[config.mk]
export PLATFORM = sky130hd
export DESIGN_NAME = ucie_ctl_adapter_sb_msg_assembler
export DESIGN_NICKNAME = d
export VERILOG_FILES = /design/src/rtl/ucie_ctl_adapter_sb_msg_assembler.sv
export SDC_FILE = /design/constraint.sdc
export NUM_CORES = 1
export LEC_CHECK = 0
export CAP_MARGIN = 10
export CORE_MARGIN = 5
export CORE_UTILIZATION = 25
export CTS_CLUSTER_DIAMETER = 200
export CTS_CLUSTER_SIZE = 8
export DETAILED_ROUTE_END_ITERATION = 7
export GPL_ROUTABILITY_DRIVEN = 0
export PLACE_DENSITY = 0.51
export SYNTH_ARGS = -nofsm -noshare
export SYNTH_HDL_FRONTEND = slang
export SYNTH_SLANG_ARGS = --single-unit
[constraint.sdc]
create_clock -name i_clk -period 3.4 [get_ports i_clk]
set_input_delay 0.68 -clock i_clk [delete_from_list [all_inputs] [get_ports i_clk]]
set_output_delay 0.68 -clock i_clk [all_outputs]
set_load 0.05 [all_outputs]
[src/rtl/ucie_ctl_adapter_sb_msg_assembler.sv]
// Assembles NC-bit RDI sideband config beats into a 64-bit header plus optional
// 64-bit data phase, hands it to the decoder over valid/ready, and returns the credit.
module ucie_ctl_adapter_sb_msg_assembler #(
  parameter int NC = 32
) (
  input  logic            i_clk,
  input  logic            i_rst_n,
  input  logic            i_pl_cfg_vld,
  input  logic [NC-1:0]   i_pl_cfg,
  output logic            o_lp_cfg_crd,
  output logic            o_msg_vld,
  input  logic            i_msg_rdy,
  output logic [127:0]    o_msg,
  output logic            o_msg_has_data,
  output logic            o_err_ovf
);

  localparam int B  = 64 / NC;
  localparam int CW = (B > 1) ? $clog2(B) : 1;

  typedef enum logic [1:0] {HDR, DATA, FULL} state_e;

  state_e          state_q, state_d;
  logic [CW-1:0]   cnt_q, cnt_d;
  logic [63:0]     hdr_q, hdr_d, dat_q, dat_d;
  logic [63:0]     hdr_ins, dat_ins;
  logic            has_data_q, has_data_d;
  logic            msg_vld_q, msg_vld_d;
  logic            crd_q, crd_d;
  logic            ovf_q, ovf_d;
  logic            last_beat;
  logic            data_op;

  // Current beat merged into each phase at the counter's slot, LSB first.
  always_comb begin
    hdr_ins = hdr_q;
    dat_ins = dat_q;
    for (int k = 0; k < B; k++) begin
      if (cnt_q == CW'(k)) begin
        hdr_ins[k*NC +: NC] = i_pl_cfg;
        dat_ins[k*NC +: NC] = i_pl_cfg;
      end
    end
  end

  assign last_beat = (cnt_q == CW'(B - 1));

  // Opcode is taken from the header including this beat (matters for NC=64).
  always_comb begin
    case (hdr_ins[4:0])
      5'b00001, 5'b00101, 5'b01001, 5'b01101,
      5'b10001, 5'b11001, 5'b11011: data_op = 1'b1;
      default:                      data_op = 1'b0;
    endcase
  end

  always_comb begin
    state_d    = state_q;
    cnt_d      = cnt_q;
    hdr_d      = hdr_q;
    dat_d      = dat_q;
    has_data_d = has_data_q;
    msg_vld_d  = msg_vld_q;
    crd_d      = 1'b0;
    ovf_d      = ovf_q;
    case (state_q)
      HDR: begin
        if (i_pl_cfg_vld) begin
          hdr_d = hdr_ins;
          if (last_beat) begin
            cnt_d = '0;
            if (data_op) begin
              state_d    = DATA;
              has_data_d = 1'b1;
            end else begin
              state_d   = FULL;
              dat_d     = '0;
              msg_vld_d = 1'b1;
            end
          end else begin
            cnt_d = cnt_q + CW'(1);
          end
        end
      end
      DATA: begin
        if (i_pl_cfg_vld) begin
          dat_d = dat_ins;
          if (last_beat) begin
            cnt_d     = '0;
            state_d   = FULL;
            msg_vld_d = 1'b1;
          end else begin
            cnt_d = cnt_q + CW'(1);
          end
        end
      end
      FULL: begin
        // Beats here are dropped; the stored message is left untouched.
        if (i_pl_cfg_vld) ovf_d = 1'b1;
        if (msg_vld_q && i_msg_rdy) begin
          state_d    = HDR;
          hdr_d      = '0;
          dat_d      = '0;
          has_data_d = 1'b0;
          msg_vld_d  = 1'b0;
          crd_d      = 1'b1;
        end
      end
      default: state_d = HDR;
    endcase
  end

  always_ff @(posedge i_clk or negedge i_rst_n) begin
    if (!i_rst_n) begin
      state_q    <= HDR;
      cnt_q      <= '0;
      hdr_q      <= '0;
      dat_q      <= '0;
      has_data_q <= 1'b0;
      msg_vld_q  <= 1'b0;
      crd_q      <= 1'b0;
      ovf_q      <= 1'b0;
    end else begin
      state_q    <= state_d;
      cnt_q      <= cnt_d;
      hdr_q      <= hdr_d;
      dat_q      <= dat_d;
      has_data_q <= has_data_d;
      msg_vld_q  <= msg_vld_d;
      crd_q      <= crd_d;
      ovf_q      <= ovf_d;
    end
  end

  assign o_lp_cfg_crd   = crd_q;
  assign o_msg_vld      = msg_vld_q;
  assign o_msg          = {dat_q, hdr_q};
  assign o_msg_has_data = has_data_q;
  assign o_err_ovf      = ovf_q;

endmodule

After elaboration in Yosys (flattened, before gate mapping)

Cells that the tools add are included.

Register bits: 135
Bits of input ports: 36
Output and inout bits: 132
Word-level logic and storage cells: 78

$add $sub $neg: 1
Equality and inequality tests: 18
Mux-type cells: 33
Reductions and logical operators: 15

Operators by type and width:

| operator           | count |
|---|---|
| $mux 64            | 6 |
| $pmux 64 s3        | 1 |
| $pmux 64 s2        | 1 |
| $mux 32            | 3 |
| $ne 2x2->1 const B | 9 |
| $eq 5x5->1 const B | 3 |
| $reduce_and 7->1   | 2 |
| $mux 1             | 13 |
| $mux 2             | 6 |
| $eq 5x4->1 const B | 2 |
| $reduce_and 5->1   | 2 |
| $reduce_and 4->1   | 2 |
| $reduce_or 7->1    | 1 |
| $pmux 2 s3         | 1 |
| $eq 5x1->1 const B | 1 |
| $eq 5x3->1 const B | 1 |
| $reduce_and 2->1   | 2 |
| $pmux 1 s3         | 1 |
| $reduce_and 3->1   | 1 |
| $reduce_bool 3->1  | 1 |
| $eq 2x1->1 const B | 1 |
| $eq 2x2->1 const B | 1 |
| $logic_not 2->1    | 1 |
| $pmux 1 s2         | 1 |
| 4 further kinds    | 4 |

Longest topological paths before layout

Gate-level depths: netlist (run 1).

Word-level depth: 8
Depth in mapped cells: 7
Depth with buffers taken out: 4

Worst setup path before layout (run 1)

Ideal clock, no wire load.

Kind: register to register
Start point: register hdr_q[4]
End point: register dat_q[10]
Library setup time: 0.067 ns
Arrival time: 1.773 ns
Data required time: 3.333 ns
Setup slack: 1.560 ns
Cell stages (with the launch flop): 6
Path buffers: 1
Period minus slack after synthesis: 1.840 ns
Path through: dfrtp_1 -> nand2_1 -> a32o_2 -> o41ai_4 -> buf_6 -> a22o_1

Cells in the longest elaborated chain, start to end: 6
Elaborated cells between the ends (all ways): 12
Classes of those cells: eq/ne: 8; mux: 2; reduce/logical: 2

Ends and longest elaborated chain:

| element                                  | line | text |
|---|---|---|
| from (decl)                              | 25   | `logic [63:0] hdr_q, hdr_d, dat_q, dat_d;` |
| from (signal assigned)                   | 126  | `hdr_q <= hdr_d;` |
| $mux 32 (*)                              | 39   | `if (cnt_q == CW'(k)) begin` |
| $eq 5x1->1, or another cell as far along | 50   | `case (hdr_ins[4:0])` |
| $reduce_or 7->1 (*)                      | 50   |  |
| $mux 1 (*)                               | 50   |  |
| $ne 2x2->1 (no source line) (*)          | -    |  |
| $reduce_and 7->1 (no source line) (*)    | -    |  |
| to (signal assigned)                     | 127  | `dat_q <= dat_d;` |
| to (decl)                                | 25   |  |

Every way passes the cells marked *; elsewhere a longest branch is shown, timed or not. The select of a mux whose other input is x is not followed.
A chain may end at the register's enable or synchronous reset.

Worst setup path after layout (run 1)

Start point: register hdr_q[4]
End point: output port o_msg[4]

RTL lines:

| element   | line | text |
|---|---|---|
| to (decl) | 13   | `output logic [127:0] o_msg,` |

No word-level cell between the ends.

==> load_flow_metrics.sql, run 1 <==
INSERT INTO impl_metrics (metric_group, metric, value, unit) VALUES
('timing', 'fin_tns_setup', '0', 'ns'),
('routing', 'antenna_violating_nets_post_route', '0', ''),
('grt', 'grt_overflow_total', '0', ''),
('die', 'design.core.area', '20200', 'um^2'),
('power_and_ir_drop', 'totalPowerFinal', '8.44', 'mW'),
('grt', 'grtUsageMet2', '23.0', '%'),
('routing', 'num_vias', '3968', ''),
('final_layout', 'num_antenna_cells', '0', ''),
('placement', 'detailed_place_hpwl', '11800', 'um'),
('final_layout', 'drive_gt1_share', '9.83', '%'),
('setup_path', 'critPathLaunch', 'hdr_q[4]', ''),
('die', 'chip_width', '153', 'um'),
('timing', 'slew-limit-headroom', '54.1', '%'),
('die', 'start_util', '25.2', '%'),
('setup_path', 'reg2reg_setup_slack', '1.40', 'ns'),
('setup_path', 'worst_path_dominant_cell_family', 'buffers and inverters', ''),
('clock_tree', 'cts-resized-gates', '0', ''),
('power_and_ir_drop', 'p_leak', '3.40', 'nW'),
('timing', 'setup-violations-final', '0', ''),
('yosys', 'dominantRegCellSynth', 'sky130_fd_sc_hd__dfrtp_1', ''),
('clock_tree', 'clk_pin_slew', '0.06', 'ns'),
('routing', 'first_pass_iters', '4', ''),
('setup_path', 'critical_path.cell_chain', 'clkdlybuf4s50_1', ''),
('job', 'number_of_max_cap_violations', '0', ''),
('timing', 'drv_slew', '0', ''),
('final_layout', 'nets', '604', ''),
('routing', 'drt_iter0_drc', '167', ''),
('setup_path', 'worst_path_max_delay_cell', 'sky130_fd_sc_hd__clkdlybuf4s50_1', ''),
('setup_path', 'reg2reg_from', 'state_q[1]', ''),
('yosys', 'synthesis.instances', '398', ''),
('timing', 'timing.clock.skew', '0.00651', 'ns'),
('routing', 'drcViolationCount', '0', ''),
('setup_path', 'start_kind', 'register', ''),
('clock_tree', 'cts_tree', 'done', ''),
('clock_tree', 'cts-root-to-sink-buffers', '2', ''),
('timing', 'layout_setup_ws', '0.995', 'ns'),
('routing', 'postRouteWirelength', '16400', 'um'),
('setup_path', 'crit_buf_inv', '1', ''),
('setup_path', 'cp.depth', '1', ''),
('yosys', 'post_synth.cell_area_avg', '12.8', 'um^2'),
('die', 'dieArea', '23300', 'um^2'),
('final_layout', 'layout.core_utilization', '38.0', '%'),
('timing', 'rsz0062_at_grt', 'no', ''),
('grt', 'global_route.peak_usage_layer', 'met2', ''),
('outcome', 'run_status', 'complete, no violations', ''),
('routing', 'route.detailed.wl_per_inst', '19.3', 'um'),
('power_and_ir_drop', 'ir_worst_vdd', '0.000532', 'V'),
('clock_tree', 'clk_latency', '0.41', 'ns'),
('setup_path', 'crit_path_max_incr_delay', '0.88', 'ns'),
('clock_tree', 'clk_sinks', '135', ''),
('grt', 'antenna_violations_before_repair', '0', ''),
('yosys', 'synth_fp_nets', '434', ''),
('yosys', 'yosysUniqueCellTypes', '29', ''),
('timing', 'period_minus_slack', '2.40', 'ns'),
('die', 'rows', '52', ''),
('setup_path', 'critical_path.max_fanout', '4', ''),
('power_and_ir_drop', 'clkPwrFrac', '22.1', '%'),
('power_and_ir_drop', 'p_int', '4.63', 'mW'),
('setup_path', 'worst_setup_path_endpoint', 'o_msg[4]', ''),
('timing', 'fmax', '416', 'MHz'),
('worst_hold_path', 'hold_class', 'primary input to asynchronous set/reset pin', ''),
('setup_path', 'rr_endpoint', 'hdr_q[51]', ''),
('power_and_ir_drop', 'combinational_share_of_power', '48.5', '%'),
('placement', 'placement.io_buffers', '167', ''),
('clock_tree', 'cts_inserted_buffers', '17', ''),
('timing', 'layout_worst_path_cycle_share', '70.7', '%'),
('power_and_ir_drop', 'power.switching_fraction', '45.1', '%'),
('yosys', 'synth_edf_count', '0', ''),
('yosys', 'asyncSetResetFlopFracSynth', '100', '%'),
('timing', 'worst_slew_pin_slew', '0.688', 'ns'),
('power_and_ir_drop', 'power.share.sequential', '29.5', '%');
-- cells by family after synthesis --
group / Yosys count / share of synthesized area [%]
AO/OA/AOI/OAI: 142 / 22.6
XOR/XNOR: 2 / 0.344
buffers and inverters: 34 / 3.79
flip-flops: 135 / 66.4
AND/OR/NAND/NOR: 85 / 6.93
-- synth_stat cells, types with 2 or more instances --
cell,n,share of area [%]
sky130_fd_sc_hd__dfrtp_1,135,66
sky130_fd_sc_hd__a22o_1,96,17
sky130_fd_sc_hd__nand2_1,73,5.4
sky130_fd_sc_hd__o21ai_0,33,3.2
sky130_fd_sc_hd__clkbuf_1,16,1.2
sky130_fd_sc_hd__buf_2,7,0.69
sky130_fd_sc_hd__buf_6,7,1.5
sky130_fd_sc_hd__nor3_1,4,0.39
sky130_fd_sc_hd__a21o_1,2,0.29
sky130_fd_sc_hd__inv_1,2,0.15
sky130_fd_sc_hd__nor2b_1,2,0.25
sky130_fd_sc_hd__o21ai_1,2,0.20
sky130_fd_sc_hd__o41ai_4,2,1.1
sky130_fd_sc_hd__xnor2_1,2,0.34
-- through the flow --
step / hold slack, ns / std cells / instance area (um^2)
5_1_grt: 0.272 / 850 / 7670
3_5_place_dp: 0.463 / 819 / 7080
4_1_cts: 0.244 / 850 / 7670
3_3_place_gp: 0.462 / 819 / 7080
6_report: 0.242 / 850 / 7670
2_1_floorplan: 0.384 / 398 / 5090
-- area by class of cell --
type / instances / area (um^2)
clock inverter: 12 / 154
sequential: 135 / 3380
tap: 270 / 338
multi-input combinational: 229 / 1540
timing repair buffer: 182 / 1810
clock buffer: 19 / 443
fill: 1985 / 12500
inverter: 3 / 11.3
-- power by group through the flow --
| stage | clock (mW) | combinational (mW) | sequential [mW] |
|---|---|---|---|
| after global routing | 1.98 | 4.32 | 2.55 |
| after floorplan | 0 | 1.10 | 4.06 |
| after detailed placement | 0 | 4.13 | 2.51 |
| final | 1.86 | 4.09 | 2.49 |
| after CTS | 1.91 | 4.14 | 2.49 |
| after global placement | 0 | 4.10 | 2.51 |
-- worst min path at each step --
stage              start            to  slack, ns  depth (start not counted)
2_1_floorplan    i_rst_n         cnt_q       0.38                          0
3_3_place_gp   o_err_ovf     o_err_ovf       0.46                          1
3_5_place_dp   o_err_ovf     o_err_ovf       0.46                          1
4_1_cts          i_rst_n     dat_q[33]       0.24                          1
5_1_grt          i_rst_n     dat_q[35]       0.27                          1
6_report         i_rst_n  o_lp_cfg_crd       0.24                          1
-- cell usage in the layout (no fill, tap or decap), drive strengths merged, types with 2 or more instances in the layout --
cell type / n
a21o: 2
a22o: 96
buf: 16
bufinv: 3
clkbuf: 19
clkdlybuf4s50: 166
clkinv: 6
clkinvlp: 3
dfrtp: 135
inv: 3
nand2: 73
nor2b: 2
nor3: 4
o21ai: 35
o41ai: 2
xnor2: 2
-- per-layer routing --
layer / share of wire (%) / up-vias / wire length, um
met5: 0 / - / 0
met4: 1.4 / 0 / 231
met3: 6.2 / 16 / 1020
met2: 48 / 137 / 7880
met1: 44 / 2025 / 7250
li1: - / 1790 / -
-- sequential cells by signal, summed over array words and instances (netlist names) --
register        cells
cnt_q               1
dat_q              64
hdr_q              64
o_err_ovf           1
o_lp_cfg_crd        1
o_msg_has_data      1
o_msg_vld           1
state_q             2
No activity file was read; power rests on OpenSTA's default activity.
==> run 2: changes to the inputs <==
--- a/config.mk
+++ b/config.mk
@@ -12,7 +12,7 @@
 export CTS_CLUSTER_SIZE = 8
 export DETAILED_ROUTE_END_ITERATION = 7
 export GPL_ROUTABILITY_DRIVEN = 0
-export PLACE_DENSITY = 0.51
+export PLACE_DENSITY = 0.53
 export SYNTH_ARGS = -nofsm -noshare
 export SYNTH_HDL_FRONTEND = slang
 export SYNTH_SLANG_ARGS = --single-unit
==> constraint.sdc (replaced) <==
create_clock -name i_clk -period 1.95 [get_ports i_clk]
set_input_delay 0.39 -clock i_clk [delete_from_list [all_inputs] [get_ports i_clk]]
set_output_delay 0.39 -clock i_clk [all_outputs]
set_load 0.05 [all_outputs]
==> run 2 against run 1 <==
  * Worst hold slack improved by 0.22 ns
  * Highest routed layer unchanged
  * Critical endpoint is now dat_q[18]
  * Die area is the same
  * First-iteration DRC count increased by 32%
  * Clock power up 85%
  * Cell count increased by 2.8%
  * Power is 74% higher
  * Non-clock buffer count rose by 23
==> load_flow_metrics.sql, run 2 (synthesized netlist as in run 1, its figures left out) <==
INSERT INTO impl_metrics (metric_group, metric, value, unit) VALUES
('clock_tree', 'cts_max_level', '4', ''),
('clock_tree', 'cts_tree', 'done', ''),
('setup_path', 'start_kind', 'primary input', ''),
('power_and_ir_drop', 'totalPowerFinal', '14.7', 'mW'),
('setup_path', 'critPathLaunch', 'i_pl_cfg[4]', ''),
('power_and_ir_drop', 'powerDensity', '1900', 'nW/um^2'),
('die', 'design.core.area', '20200', 'um^2'),
('final_layout', 'fin_cells', '874', ''),
('routing', 'first_pass_iters', '4', ''),
('setup_path', 'critical_path.max_fanout', '17', ''),
('grt', 'vias_in_the_first_global_route', '4347', ''),
('timing', 'slew-limit-headroom', '64.6', '%'),
('clock_tree', 'cts-root-to-sink-buffers', '2', ''),
('routing', 'drcViolationCount', '0', ''),
('timing', 'layout_worst_path_cycle_share', '89.9', '%'),
('timing', 'timing.clock.skew', '0.0168', 'ns'),
('die', 'chip_width', '153', 'um'),
('die', 'floorplan.io_pins', '168', ''),
('setup_path', 'crit_required', '2.30', 'ns'),
('die', 'dieArea', '23300', 'um^2'),
('clock_tree', 'cts.repair_timing.setup_buffer_count', '0', ''),
('timing', 'hold_viol_final', '0', ''),
('grt', 'global_route_wire_length_before_repair', '26200', 'um'),
('timing', 'setup-violations-final', '0', ''),
('power_and_ir_drop', 'clkPwrFrac', '23.5', '%'),
('setup_path', 'worstSetupEndpointType', 'register', ''),
('clock_tree', 'clk_latency', '0.42', 'ns'),
('timing', 'worst_hold_margin', '0.461', 'ns'),
('final_layout', 'num_antenna_cells', '0', ''),
('power_and_ir_drop', 'p_leak', '3.99', 'nW'),
('power_and_ir_drop', 'p_int', '7.93', 'mW'),
('power_and_ir_drop', 'power.share.sequential', '29.3', '%'),
('final_layout', 'layout_common_cells', 'sky130_fd_sc_hd__dfrtp_1 (135), sky130_fd_sc_hd__dlygate4sd2_1 (100), sky130_fd_sc_hd__a22o_1 (96)', ''),
('timing', 'layout_setup_ws', '0.196', 'ns'),
('final_layout', 'num-fill-cells', '1992', ''),
('clock_tree', 'cts_inserted_buffers', '17', ''),
('job', 'number_of_max_cap_violations', '0', ''),
('routing', 'drt-vias-per-instance', '4.66', ''),
('routing', 'route.detailed.wl_per_inst', '18.9', 'um'),
('grt', 'grt_util_all_layers', '14.3', '%'),
('final_layout', 'drive_gt1_share', '18.5', '%'),
('die', 'start_util', '25.2', '%'),
('timing', 'period_minus_slack', '1.75', 'ns'),
('setup_path', 'reg2reg_from', 'cnt_q', ''),
('die', 'rows', '52', ''),
('worst_hold_path', 'hold_class', 'primary input to asynchronous set/reset pin', ''),
('final_layout', 'layout.core_utilization', '38.3', '%'),
('power_and_ir_drop', 'combinational_share_of_power', '47.2', '%'),
('final_layout', 'postLayoutCellArea', '7730', 'um^2'),
('setup_path', 'critPathKind', 'primary input to register', ''),
('clock_tree', 'clk_pin_slew', '0.06', 'ns'),
('timing', 'drv_slew', '0', ''),
('timing', 'worst_slew_pin_slew', '0.533', 'ns'),
('routing', 'drt_iter0_drc', '221', ''),
('grt', 'largest_net_degree_at_the_start_of_global_routing', '53', ''),
('placement', 'detailed_place_hpwl', '12000', 'um'),
('setup_path', 'arrival', '2.10', 'ns'),
('outcome', 'run_status', 'complete, no violations', ''),
('timing', 'rsz0062_at_grt', 'no', ''),
('final_layout', 'area_growth_syn_to_layout', '51.9', '%'),
('placement', 'dp_slack', '-0.224', 'ns'),
('power_and_ir_drop', 'power.switching_fraction', '45.9', '%'),
('clock_tree', 'clk_sinks', '135', ''),
('placement', 'placed_cells', '841', ''),
('grt', 'grt_overflow_total', '0', ''),
('die', 'chipHeight', '153', 'um'),
('timing', 'fmax', '570', 'MHz'),
('clock_tree', 'root_buffer', 'sky130_fd_sc_hd__clkbuf_16', ''),
('placement', 'placement.io_buffers', '167', ''),
('routing', 'antenna_violating_nets_post_route', '0', ''),
('routing', 'postRouteWirelength', '16500', 'um'),
('final_layout', 'biggestRegsByFlops', 'dat_q (64), hdr_q (64), state_q (2)', ''),
('routing', 'num_vias', '4072', ''),
('timing', 'fin_tns_setup', '0', 'ns'),
('power_and_ir_drop', 'ir_worst_vdd', '0.000836', 'V'),
('final_layout', 'final_common_cell', 'sky130_fd_sc_hd__dfrtp_1', ''),
('placement', 'placed_area', '7210', 'um^2'),
('grt', 'antenna_violations_before_repair', '0', ''),
('final_layout', 'nets', '627', ''),
('power_and_ir_drop', 'netSwitchingPower', '6.72', 'mW');
==> run 2: cell types whose count changed in the layout (fill, tap and decap cells not counted) <==
cell,delta
sky130_fd_sc_hd__clkinvlp_4,-2
sky130_fd_sc_hd__clkinv_2,-2
sky130_fd_sc_hd__buf_4,+50
sky130_fd_sc_hd__clkdlybuf4s50_1,-132
sky130_fd_sc_hd__dlygate4sd3_1,+1
sky130_fd_sc_hd__clkinv_4,+1
sky130_fd_sc_hd__dlygate4sd2_1,+100
sky130_fd_sc_hd__inv_6,+3
sky130_fd_sc_hd__buf_12,+4
sky130_fd_sc_hd__bufinv_16,+1
==> run 2: power groups by stage <==
stage | clock (mW) | sequential [mW] | combinational [mW]
after floorplan | 0 | 7.08 | 1.91
after global routing | 3.63 | 4.40 | 7.31
after global placement | 0 | 4.34 | 7.35
after CTS | 3.52 | 4.30 | 7.00
after detailed placement | 0 | 4.34 | 7.43
final | 3.45 | 4.29 | 6.92
==> run 2: path summary, 6_finish.rpt <==
| check | end | cells after the start | slack [ns] |
|---|---|---|---|
| max reg2reg | dat_q[18] | 5 | 0.27 |
| max in group asynchronous | dat_q[62] | 3 | 0.85 |
| min | dat_q[34] | 2 | 0.46 |
| min reg2reg | hdr_q[33] | 2 | 0.47 |
| min in group i_clk | hdr_q[33] | 2 | 0.47 |
| max | dat_q[18] | 6 | 0.20 |
==> run 2: cell type report <==
class	instances	area [um^2]	share of cell area, %
Sequential cell	135	3380	43.7
Clock inverter	13	194	2.51
Tap cell	270	338	4.37
Inverter	3	11.3	0.146
Clock buffer	19	443	5.73
Timing Repair Buffer	205	1830	23.7
Multi-Input combinational cell	229	1540	19.9
==> run 2: timing repair <==
action,4_1_cts,5_1_grt
setup endpoints to repair,100,0
resized for setup,100,0
endpoints found under the hold margin,40,0
hold buffers,1,0
==> run 2: layer usage <==
metal | vias up | wire length, um | share of wire [%] | global-route usage, %
met3 | 19 | 963 | 5.8 | 4.23
met5 | - | 0 | 0 | 0
li1 | 1840 | - | - | -
met4 | 0 | 255 | 1.5 | 4.62
met2 | 144 | 7740 | 47 | 22.5
met1 | 2069 | 7590 | 46 | 19.0
==> run 2: critical path, stage by stage <==
cell,delay (ns)
sky130_fd_sc_hd__clkdlybuf4s50_1,0.54
sky130_fd_sc_hd__nand2_1,0.07
sky130_fd_sc_hd__a32o_2,0.29
sky130_fd_sc_hd__o41ai_4,0.31
sky130_fd_sc_hd__buf_4,0.31
sky130_fd_sc_hd__a22o_1,0.18
==> run 3: changes to the inputs <==
--- a/config.mk
+++ b/config.mk
@@ -7,12 +7,11 @@
 export LEC_CHECK = 0
 export CAP_MARGIN = 10
 export CORE_MARGIN = 5
-export CORE_UTILIZATION = 25
+export CORE_UTILIZATION = 37
 export CTS_CLUSTER_DIAMETER = 200
 export CTS_CLUSTER_SIZE = 8
 export DETAILED_ROUTE_END_ITERATION = 7
-export GPL_ROUTABILITY_DRIVEN = 0
-export PLACE_DENSITY = 0.53
+export PLACE_DENSITY = 0.71
 export SYNTH_ARGS = -nofsm -noshare
 export SYNTH_HDL_FRONTEND = slang
 export SYNTH_SLANG_ARGS = --single-unit
==> run 3 against run 2 <==
  * Worst hold slack improved by 0.013 ns
  * Cell count decreased by 11%
  * Power decreased by 2.9%
  * Sequential power about the same
  * Register-to-register slack got worse by 0.04 ns
  * Count of clock-buffer cells in the layout increased by 3
  * Combinational power decreased by 2%
  * Critical endpoint is now dat_q[41]
==> load_flow_metrics.sql, run 3 (synthesized netlist as in run 1, its figures left out) <==
INSERT INTO impl_metrics (metric_group, metric, value, unit) VALUES
('outcome', 'run_status', 'complete, no violations', ''),
('power_and_ir_drop', 'totalPowerFinal', '14.2', 'mW'),
('die', 'chip_width', '127', 'um'),
('routing', 'drt-vias-per-instance', '5.20', ''),
('grt', 'vias_in_the_first_global_route', '4267', ''),
('clock_tree', 'root_buffer', 'sky130_fd_sc_hd__clkbuf_16', ''),
('final_layout', 'layout_common_cells', 'sky130_fd_sc_hd__dfrtp_1 (135), sky130_fd_sc_hd__dlygate4sd2_1 (108), sky130_fd_sc_hd__a22o_1 (96)', ''),
('clock_tree', 'cts-root-to-sink-buffers', '2', ''),
('job', 'number_of_max_cap_violations', '0', ''),
('setup_path', 'critPathLaunch', 'i_pl_cfg[4]', ''),
('placement', 'dp_slack', '-0.193', 'ns'),
('routing', 'postRouteWirelength', '15200', 'um'),
('setup_path', 'cells_on_worst_reg2reg_path', '5', ''),
('routing', 'antenna_violating_nets_post_route', '0', ''),
('die', 'rows', '42', ''),
('power_and_ir_drop', 'p_leak', '3.98', 'nW'),
('final_layout', 'drive_gt1_share', '16.6', '%'),
('setup_path', 'reg2reg_setup_slack', '0.23', 'ns'),
('clock_tree', 'cts_max_level', '4', ''),
('setup_path', 'worst_setup_path_endpoint', 'dat_q[41]', ''),
('timing', 'slew-limit-headroom', '64.3', '%'),
('setup_path', 'crit_required', '2.29', 'ns'),
('setup_path', 'critPathKind', 'primary input to register', ''),
('routing', 'route.detailed.wl_per_inst', '19.6', 'um'),
('clock_tree', 'cts_tree', 'done', ''),
('grt', 'grt_overflow_total', '0', ''),
('routing', 'num_vias', '4041', ''),
('final_layout', 'combined_flip_flop_and_latch_cell_area', '3380', 'um^2'),
('final_layout', 'final_common_cell', 'sky130_fd_sc_hd__dfrtp_1', ''),
('final_layout', 'biggestRegsByFlops', 'dat_q (64), hdr_q (64), state_q (2)', ''),
('final_layout', 'num_antenna_cells', '0', ''),
('die', 'design.core.area', '13300', 'um^2'),
('clock_tree', 'cts.repair_timing.setup_buffer_count', '0', ''),
('final_layout', 'layout.core_utilization', '56.6', '%'),
('timing', 'worst_slew_pin_slew', '0.537', 'ns'),
('worst_hold_path', 'hold_class', 'primary input to asynchronous set/reset pin', ''),
('power_and_ir_drop', 'power.switching_fraction', '46.0', '%'),
('clock_tree', 'cts_inserted_buffers', '17', ''),
('grt', 'grt_util_all_layers', '19.3', '%'),
('final_layout', 'area_growth_syn_to_layout', '48.4', '%'),
('power_and_ir_drop', 'combinational_share_of_power', '47.9', '%'),
('power_and_ir_drop', 'powerDensity', '1880', 'nW/um^2'),
('setup_path', 'reg2reg_from', 'state_q[1]', ''),
('power_and_ir_drop', 'p_int', '7.69', 'mW'),
('timing', 'layout_setup_ws', '0.224', 'ns'),
('routing', 'drt_iter0_drc', '231', ''),
('timing', 'hold_viol_final', '0', ''),
('die', 'dieArea', '16200', 'um^2'),
('grt', 'largest_net_degree_at_the_start_of_global_routing', '47', ''),
('routing', 'first_pass_iters', '5', ''),
('power_and_ir_drop', 'netSwitchingPower', '6.54', 'mW'),
('power_and_ir_drop', 'clkPwrFrac', '22.0', '%'),
('timing', 'setup-violations-final', '0', ''),
('placement', 'gpl.final_weighted_congestion', '0.798', ''),
('setup_path', 'worstSetupEndpointType', 'register', ''),
('die', 'start_util', '38.1', '%'),
('final_layout', 'num-fill-cells', '1154', ''),
('clock_tree', 'clk_sinks', '135', ''),
('clock_tree', 'clk_pin_slew', '0.05', 'ns'),
('final_layout', 'nets', '626', ''),
('timing', 'rsz0062_at_grt', 'no', ''),
('timing', 'drv_slew', '0', ''),
('setup_path', 'rr_endpoint', 'dat_q[8]', ''),
('clock_tree', 'clk_latency', '0.41', 'ns'),
('die', 'floorplan.io_pins', '168', ''),
('timing', 'timing.clock.skew', '0.00942', 'ns'),
('setup_path', 'arrival', '2.07', 'ns'),
('setup_path', 'start_kind', 'primary input', ''),
('placement', 'detailed_place_hpwl', '11000', 'um'),
('setup_path', 'critical_path.max_fanout', '14', ''),
('final_layout', 'multi_input_area', '1540', 'um^2'),
('routing', 'drcViolationCount', '0', ''),
('grt', 'antenna_violations_before_repair', '0', ''),
('die', 'chipHeight', '127', 'um'),
('power_and_ir_drop', 'power.share.sequential', '30.1', '%'),
('grt', 'global_route_wire_length_before_repair', '24300', 'um'),
('timing', 'layout_worst_path_cycle_share', '88.5', '%'),
('timing', 'fmax', '580', 'MHz'),
('placement', 'placement.io_buffers', '167', ''),
('power_and_ir_drop', 'ir_worst_vdd', '0.00100', 'V'),
('timing', 'period_minus_slack', '1.73', 'ns');
[run 3: cell types whose count changed in the layout (fill, tap and decap cells not counted), sizes merged]
cell	change
clkbuf	+3
clkinvlp	+2
inv	-3
dlymetal6s2s	+1
clkinv	-2
buf	-10
dlygate4sd2	+8
bufinv	-2
[run 3: repair_timing]
| action | CTS | global route |
|---|---|---|
| hold buffers | 1 | 0 |
| endpoints found under the hold margin | 42 | 0 |
| gates resized for setup | 108 | 1 |
| setup endpoints to repair | 108 | 1 |
[run 3: critical path: stages]
cell and delay, ns:
sky130_fd_sc_hd__clkdlybuf4s50_1 0.53, sky130_fd_sc_hd__nand2_1 0.08, sky130_fd_sc_hd__a32o_2 0.29, sky130_fd_sc_hd__o41ai_4 0.34, sky130_fd_sc_hd__buf_4 0.27, sky130_fd_sc_hd__a22o_1 0.16
[run 3: layout make-up]
type / instances / area share [%]
clock inverter: 8 / 1.29
clock buffer: 22 / 6.41
timing repair buffer: 204 / 24.2
tap: 176 / 2.91
sequential: 135 / 44.7
inverter: 3 / 0.149
multi-input combinational: 229 / 20.4
[run 3: power groups by stage]
| stage | combinational, mW | clock [mW] | sequential [mW] |
|---|---|---|---|
| floorplan | 1.91 | 0 | 7.08 |
| global placement | 7.22 | 0 | 4.32 |
| detailed placement | 7.33 | 0 | 4.33 |
| CTS | 6.88 | 3.19 | 4.28 |
| global route | 7.18 | 3.33 | 4.39 |
| finish | 6.81 | 3.13 | 4.28 |
[run 3: worst min-delay path by stage]
| stage | startpoint | end | slack [ns] | cells after the start |
|---|---|---|---|---|
| floorplan | i_rst_n | cnt_q | 0.09 | 0 |
| global placement | i_rst_n | o_lp_cfg_crd | 0.33 | 1 |
| detailed placement | i_rst_n | hdr_q[36] | 0.34 | 1 |
| CTS | i_rst_n | hdr_q[4] | 0.48 | 2 |
| global route | i_rst_n | hdr_q[4] | 0.50 | 2 |
| finish | i_rst_n | dat_q[36] | 0.47 | 2 |
[run 3: routing by layer]
metal | track usage [%] | vias up | routed length (um)
met1 | 25.0 | 2048 | 6730
met2 | 31.8 | 133 | 7410
met4 | 5.87 | 0 | 234
met3 | 5.43 | 23 | 881
li1 | - | 1837 | -
met5 | 0 | - | 0
[run 3: through the flow]
stage	hold WS, ns	std cells	TNS, ns	cell area, um^2
4_1_cts	0.477	777	0	7550
6_report	0.474	777	0	7550
2_1_floorplan	0.0944	398	0	5090
5_1_grt	0.499	777	0	7550
3_3_place_gp	0.330	746	-11.29	7100
3_5_place_dp	0.336	746	-11.44	7100
